**src/rtl/lms_pkg.sv**
```systemverilog
// Shared widths and FSM state encoding for the LMS/FIR compute engine.
package lms_pkg;

    localparam int SAMPLE_W = 16;
    localparam int PROD_W   = 32;
    localparam int OUT_W    = 32;
    localparam int WADJ_W   = 32;
    localparam int WUPD_W   = WADJ_W + SAMPLE_W;

    typedef logic [1:0] state_t;

    localparam state_t ST_IDLE = 2'd0;
    localparam state_t ST_MAC  = 2'd1;
    localparam state_t ST_DONE = 2'd2;

endpackage

```
**src/rtl/lms_sat.sv**
```systemverilog
// Combinational signed saturator: clamps a wide two's-complement value to OUT_W bits.
module lms_sat #(
    parameter int IN_W  = 34,
    parameter int OUT_W = 32
) (
    input  logic signed [IN_W-1:0]  din,
    output logic signed [OUT_W-1:0] dout
);

    // The value fits when every bit from the output sign bit upward agrees.
    logic [IN_W-OUT_W:0] top_bits;

    assign top_bits = din[IN_W-1:OUT_W-1];

    always_comb begin
        if ((&top_bits) || !(|top_bits)) begin
            dout = din[OUT_W-1:0];
        end else if (din[IN_W-1]) begin
            dout = {1'b1, {(OUT_W-1){1'b0}}};
        end else begin
            dout = {1'b0, {(OUT_W-1){1'b1}}};
        end
    end

endmodule

```
**src/rtl/lms_fir_engine.sv**
```systemverilog
// Sequential FIR/LMS engine: one tap per cycle MAC, saturated Q2.30 output, one-cycle fir_done.
// Define LMS_ADAPT_EN to enable the in-pass LMS weight update driven by weight_adjust.
module lms_fir_engine #(
    parameter int NTAPS = 16,
    parameter int FRAC  = 15
) (
    input  logic                     clk,
    input  logic                     rst,
    input  logic                     fir_go,
    input  logic [31:0]              x_in,
    input  logic [31:0]              weight_adjust,
    input  logic                     coef_we,
    input  logic [$clog2(NTAPS)-1:0] coef_addr,
    input  logic [15:0]              coef_wdata,
    output logic [31:0]              fir_out,
    output logic                     fir_done,
    output logic                     busy,
    output logic [1:0]               state_dbg
);

    import lms_pkg::*;

    localparam int IDX_W = $clog2(NTAPS);
    localparam int ACC_W = PROD_W + IDX_W;

    // Handshake: fir_go is a request accepted only while busy=0; the matching
    // response is a single fir_done cycle, and fir_out holds until the next one.

    state_t state_q;
    state_t state_d;

    logic start_en;
    logic mac_en;
    logic done_en;
    logic coef_wr;
    logic last_tap;

    logic [IDX_W-1:0]           idx_q;
    logic signed [ACC_W-1:0]    acc_q;
    logic signed [ACC_W-1:0]    acc_next;
    logic signed [SAMPLE_W-1:0] x_q [NTAPS];
    logic signed [SAMPLE_W-1:0] w_q [NTAPS];
    logic signed [SAMPLE_W-1:0] x_sel;
    logic signed [SAMPLE_W-1:0] w_sel;
    logic signed [PROD_W-1:0]   prod;
    logic signed [OUT_W-1:0]    acc_sat;
    logic [31:0]                fir_out_q;
    logic                       fir_done_q;

    assign last_tap = (idx_q == IDX_W'(NTAPS - 1));

    always_ff @(posedge clk) begin
        if (rst) begin
            state_q <= ST_IDLE;
        end else begin
            state_q <= state_d;
        end
    end

    always_comb begin
        state_d = state_q;
        case (state_q)
            ST_IDLE: if (fir_go) state_d = ST_MAC;
            ST_MAC:  if (last_tap) state_d = ST_DONE;
            ST_DONE: state_d = ST_IDLE;
            default: state_d = ST_IDLE;
        endcase
    end

    always_comb begin
        start_en = (state_q == ST_IDLE) && fir_go;
        coef_wr  = (state_q == ST_IDLE) && coef_we;
        mac_en   = (state_q == ST_MAC);
        done_en  = (state_q == ST_DONE);
        busy     = (state_q == ST_MAC) || (state_q == ST_DONE);
    end

    assign state_dbg = state_q;

    assign x_sel    = x_q[idx_q];
    assign w_sel    = w_q[idx_q];
    assign prod     = $signed({{(PROD_W-SAMPLE_W){w_sel[SAMPLE_W-1]}}, w_sel})
                    * $signed({{(PROD_W-SAMPLE_W){x_sel[SAMPLE_W-1]}}, x_sel});
    assign acc_next = acc_q + $signed({{(ACC_W-PROD_W){prod[PROD_W-1]}}, prod});

    lms_sat #(.IN_W(ACC_W), .OUT_W(OUT_W)) u_sat_out (
        .din  (acc_q),
        .dout (acc_sat)
    );

`ifdef LMS_ADAPT_EN
    logic signed [WADJ_W-1:0]   wa_q;
    logic signed [WUPD_W-1:0]   upd_prod;
    logic signed [WUPD_W-1:0]   upd_sh;
    logic signed [WUPD_W:0]     upd_sum;
    logic signed [SAMPLE_W-1:0] w_new;
    logic                       unused_bits;

    // Q2.30 adjust times Q1.15 sample is Q3.45; shifting by 2*FRAC lands in Q1.15.
    assign upd_prod = $signed({{SAMPLE_W{wa_q[WADJ_W-1]}}, wa_q})
                    * $signed({{WADJ_W{x_sel[SAMPLE_W-1]}}, x_sel});
    assign upd_sh   = upd_prod >>> (2 * FRAC);
    assign upd_sum  = {{(WUPD_W-SAMPLE_W+1){w_sel[SAMPLE_W-1]}}, w_sel}
                    + {upd_sh[WUPD_W-1], upd_sh};

    lms_sat #(.IN_W(WUPD_W + 1), .OUT_W(SAMPLE_W)) u_sat_w (
        .din  (upd_sum),
        .dout (w_new)
    );

    assign unused_bits = ^x_in[31:16];
`else
    logic unused_bits;

    assign unused_bits = ^{x_in[31:16], weight_adjust, FRAC[0]};
`endif

    always_ff @(posedge clk) begin
        if (rst) begin
            for (int k = 0; k < NTAPS; k++) begin
                x_q[k] <= '0;
                w_q[k] <= '0;
            end
            idx_q      <= '0;
            acc_q      <= '0;
            fir_out_q  <= '0;
            fir_done_q <= 1'b0;
`ifdef LMS_ADAPT_EN
            wa_q       <= '0;
`endif
        end else begin
            fir_done_q <= 1'b0;
            // The write lands before MAC starts, so a same-edge go sees the new weight.
            if (coef_wr) begin
                w_q[coef_addr] <= coef_wdata;
            end
            if (start_en) begin
                for (int k = NTAPS - 1; k > 0; k--) begin
                    x_q[k] <= x_q[k-1];
                end
                x_q[0] <= x_in[15:0];
                idx_q  <= '0;
                acc_q  <= '0;
`ifdef LMS_ADAPT_EN
                wa_q   <= weight_adjust;
`endif
            end
            if (mac_en) begin
                acc_q <= acc_next;
                idx_q <= idx_q + IDX_W'(1);
`ifdef LMS_ADAPT_EN
                w_q[idx_q] <= w_new;
`endif
            end
            if (done_en) begin
                fir_out_q  <= acc_sat;
                fir_done_q <= 1'b1;
            end
        end
    end

    assign fir_out  = fir_out_q;
    assign fir_done = fir_done_q;

endmodule

```
**config.mk**
```make
export PLATFORM = sky130hd
export DESIGN_NAME = lms_fir_engine
export DESIGN_NICKNAME = d
export VERILOG_FILES = /design/src/rtl/lms_pkg.sv /design/src/rtl/lms_sat.sv /design/src/rtl/lms_fir_engine.sv
export SDC_FILE = /design/constraint.sdc
export NUM_CORES = 2
export LEC_CHECK = 0
export CAP_MARGIN = 20
export CORE_MARGIN = 2
export CORE_UTILIZATION = 45
export CTS_BUF_LIST = sky130_fd_sc_hd__clkbuf_8 sky130_fd_sc_hd__clkbuf_16
export DETAILED_ROUTE_END_ITERATION = 10
export PLACE_DENSITY = 0.64
export SYNTH_ARGS = -nofsm -noshare
export SYNTH_HDL_FRONTEND = slang
export SYNTH_SLANG_ARGS = --single-unit
```
**constraint.sdc**
```tcl
create_clock -name clk -period 11.3 [get_ports clk]
set_clock_uncertainty 0.05 [all_clocks]
set_input_delay 2.26 -clock clk [delete_from_list [all_inputs] [get_ports clk]]
set_output_delay 2.26 -clock clk [all_outputs]
set_load 0.05 [all_outputs]
```
**Word-level counts from Yosys, hierarchy flattened**

Memories as Yosys holds them, arrays and structs flattened. A register that Yosys moved wholly into a read port is not among the register bits.
Cells that the tools add are included.

- Register bits after elaboration: 75
- Bits in writable memories: 512
- Input bits: 88
- Output and inout bits: 36
- Memories: 2

Memory list:

| memory | depth | width | read ports | clocked after memory_dff | write ports | line | source |
|---|---|---|---|---|---|---|---|
| w_q | 16 | 16 | 1 | 1 | 16 | lms_fir_engine.sv:42 | `logic signed [SAMPLE_W-1:0] w_q [NTAPS];` |
| x_q | 16 | 16 | 16 | 1 | 16 | lms_fir_engine.sv:41 | `logic signed [SAMPLE_W-1:0] x_q [NTAPS];` |

- Add/subtract/negate cells: 2
- $mul: 1
- Equal/unequal tests: 5
- Mux-type cells: 41
- Bitwise logic cells: 16
- Reduce and logical (&&, ||, !) cells: 11

Operators by type and width:

| kind | count |
|---|---|
| $mux W16 | 17 |
| $mux W36 | 2 |
| $mux W32 | 2 |
| $add A36 B32 Y36 | 1 |
| $mul A16 B16 Y32 | 1 |
| $mux W4 | 7 |
| $or A1 B1 Y1 | 16 |
| $reduce_or A16 Y1 | 1 |
| $mux W1 | 10 |
| $reduce_and A5 Y1 | 1 |
| $reduce_or A5 Y1 | 1 |
| $add A4 B1 Y4 const B | 1 |
| $eq A4 B4 Y1 const B | 1 |
| $mux W2 | 2 |
| $pmux W2 S2 | 1 |
| $eq A2 B1 Y1 const B | 1 |
| $eq A2 B2 Y1 const B | 1 |
| $logic_and A1 B1 Y1 | 2 |
| $logic_not A2 Y1 | 1 |
| $logic_or A1 B1 Y1 | 2 |
| $ne A2 B1 Y1 const B | 1 |
| $ne A2 B2 Y1 const B | 1 |
| $reduce_and A2 Y1 | 1 |
| $reduce_bool A2 Y1 | 1 |
| $logic_not A1 Y1 | 1 |

**Depth between registers and ports, before layout**

- Depth in word-level cells: 7
- Mapped depth: 31

**Modules after synthesis**

A second synthesis with hierarchy kept.

- Cells, all modules: 3100
- Area total of the unflattened synthesis: 38210.4 sq um

Modules (own cells, without submodules):

| module | times used | cells each | area an instance (sq um) | sequential area each (sq um) |
|---|---|---|---|---|
| lms_fir_engine | 1 | 2983 | 37315.8 | 16956.3 |
| lms_sat | 1 | 117 | 894.6 | 0.0 |

**Worst setup path after synthesis**

No wires, ideal clock.

- Path type: input port to flip-flop
- From: in rst
- To: mem x_q[0][0], enable pin
- Setup time: 663 ps
- Arrival: 8909 ps
- Slack: 1678 ps
- Stages: 3
- Buffers on the path: 2
- Path through: clkbuf_1 > clkbuf_1 > nand2b_1

RTL lines:

| what | line | source |
|---|---|---|
| start: declaration | lms_fir_engine.sv:8 | `input logic rst,` |
| end: declaration | lms_fir_engine.sv:41 |  |

==> metrics.txt <==
Post-synth EDFFs 512; crit path max fanout 41; cts hold-fix bufs 0; sequential fraction of the synthesis area approximately 45%; syn nets approximately 3500; unrepaired setup endpoints after global routing no; r2r worst-path depth 24; layout cell share with drive strength beyond 1 10.8%; final net count approximately 3600; TritonCTS clock tree built; Worst-path clk slew approximately 0.06 ns; Final HPWL DP approximately 58000 µm; die area around 85000 µm²; Final Hold Viols 0; Post-Layout Cell Count 4166; # port buffers 75; Hold WC Path Type flip-flop to flip-flop; largest cells by area after synthesis edfxtp_1 (41%), fa_1 (17%), and2_1 (8.6%); initial core utilization ~45%; commonest cells after routing, fill and taps aside and2_1 (517), edfxtp_1 (512), inv_1 (403), fa_1 (314), nor2_1 (230); Crit path arrival time about 9.5 ns; Syn Std Cell Area 37400 µm²; status completed; Req. time, crit path 11.79 ns; area delta synth->final 10.6%; DR pass1 iterations 5; total routed wirelength slightly above 80000 µm; drt wl/cell 19.8 µm; Tcrit/Tclk final between 70% and 80%; most common cell after layout, fill and taps aside and2_1; clk_lat worst skew about 0.68 ns; Final ANT Viol Nets 0; Max Clock Freq ~110 MHz; # Post-CTS Setup Buffers 0; Inst Count DP a little over 4000; num ports 124; setup_tns 0 ns; Critical Path End Type flip-flop; routed vias/inst 5.34; die span in y roughly 290 µm; Ys Warns 0; synth unique cells 52; first-pass GRT wire length ~130000 µm; Root Driver clkbuf_16; H-tree level count 2; die width slightly below 300 µm; post-synthesis async set-or-reset flop share 0%; Num CTS Buffers 60; post-route minimum period 9.02 ns; grt ovf 0; final RePlAce weighted congestion ~0.89; ANT cells 0; Bufs on Longest Clock Path 3; pin count of the biggest net entering global routing 207; Slew @ Worst Pin approximately 1.1 ns; Via Count between 20000 and 25000; cell taking the most area after synthesis edfxtp_1; Placement Rows 105; Core ar. slightly above 80000 µm²; max_cap viols 0; Cells after Synth about 3000; clk sinks ~590; CP Launch Type flip-flop; vias in the first global route roughly 24000; Slew headroom about a quarter; Post-Syn Area per Cell 12.4 µm²; top-area cell type share of the netlist area 41.1%; initial antenna violation count 1; Fin Hold WS between 0.4 and 0.5 ns; hold depth 2; flops & latches, synth roughly 590; DRC 0; post-CTS sizing 0; DRT iter0 DRCs 1816; FF-to-FF setup slack roughly 2.3 ns; total global-route track usage between 10% and 20%; Crit Path Class flip-flop to flip-flop; Final Max Slew Viols 0; top_reg_cell synth edfxtp_1; setup violators final 0
## cell families (layout without fill, tap and decap cells)
logic type	after synthesis	count (layout)	synth area share (%)
flops	591	591	45.3
buf+inv	551	627	5.64
compound gates	232	232	3.91
fa+ha+maj	426	426	20.6
xor+xnor	33	33	0.773
simple gates	998	998	14.1
mux	189	189	9.69
## layer usage
metal  global-route usage (%)  routed length (µm)  vias up
li1                         -                   -    10126
met1                     27.9               36800    11370
met2                     32.8               39200      641
met3                     2.55                4660      123
met4                     4.48                1690        0
met5                        0                   0        -
## worst max-delay path, stage by stage (launching register included)
cell       delay (ns)
dfxtp_4          0.93
buf_12           0.32
mux4_2           0.53
mux2_2           0.29
o21ai_1          0.77
nor2_1           0.19
fa_1             0.58
inv_1            0.05
fa_1             0.52
fa_1             0.51
inv_1            0.05
fa_1             0.54
fa_1             0.51
inv_1            0.05
fa_1             0.48
inv_1            0.04
ha_1             0.43
nand3_1          0.11
nor3_1           0.29
o2111ai_1        0.23
nand3_1          0.22
a221oi_1         0.17
o31a_1           0.37
or4_1            0.51
nand3_1          0.10
## cell type report
class	instances	area, µm²
clock buffer	67	1600
sequential	591	17000
tap	1070	1340
inverter	389	1460
multi-input combinational	1878	18400
fill	7044	40900
clock inverter	43	397
timing repair buffer	128	1230
## per-stage QoR
stage	cell area [µm²]	util (%)	setup slack, ns
floorplan	37400	-	1.68
global placement	39300	47.8	2.41
detailed placement	39300	47.8	2.30
CTS	41300	50.2	2.24
global route	41400	50.3	1.76
finish	41400	50.3	2.28
## sequential cells by signal, summed over array words and instances (netlist names), named ones only
| name | count |
|---|---|
| fir_done | 1 |
| acc_q | 36 |
| x_q | 256 |
| state_dbg | 2 |
| fir_out | 32 |
| idx_q | 4 |
| w_q | 256 |
## synthesized netlist by cell type, drive strengths merged, types with 2 or more instances
cell type	instances
or2	22
mux4	136
o311ai	2
mux2i	29
a22oi	21
xnor2	21
mux2	24
a211oi	39
or4	3
nand3	13
a21oi	59
or3	4
nor3	13
o21a	11
dfxtp	79
a2bb2oi	2
nor2	232
o31ai	2
o21ai	58
ha	112
nand2b	19
nand4	5
and2	517
fa	314
xor2	12
a31oi	3
nand3b	2
nor2b	18
clkbuf	129
nand2	144
inv	389
and3	5
buf	33
a21o	15
o211ai	4
edfxtp	512
o21bai	8
## path summary, 6_finish.rpt
kind,end,start
worst min register to register,fir_out[28],fir_out[28]
worst max register to register,acc_q[34],flip-flop
worst max-delay path,acc_q[34],flip-flop
worst min-delay path,fir_out[28],fir_out[28]
Power is left out: the tool's default activity adds up to more than one toggle a clock period on the data nets, which glitch-free logic cannot reach.
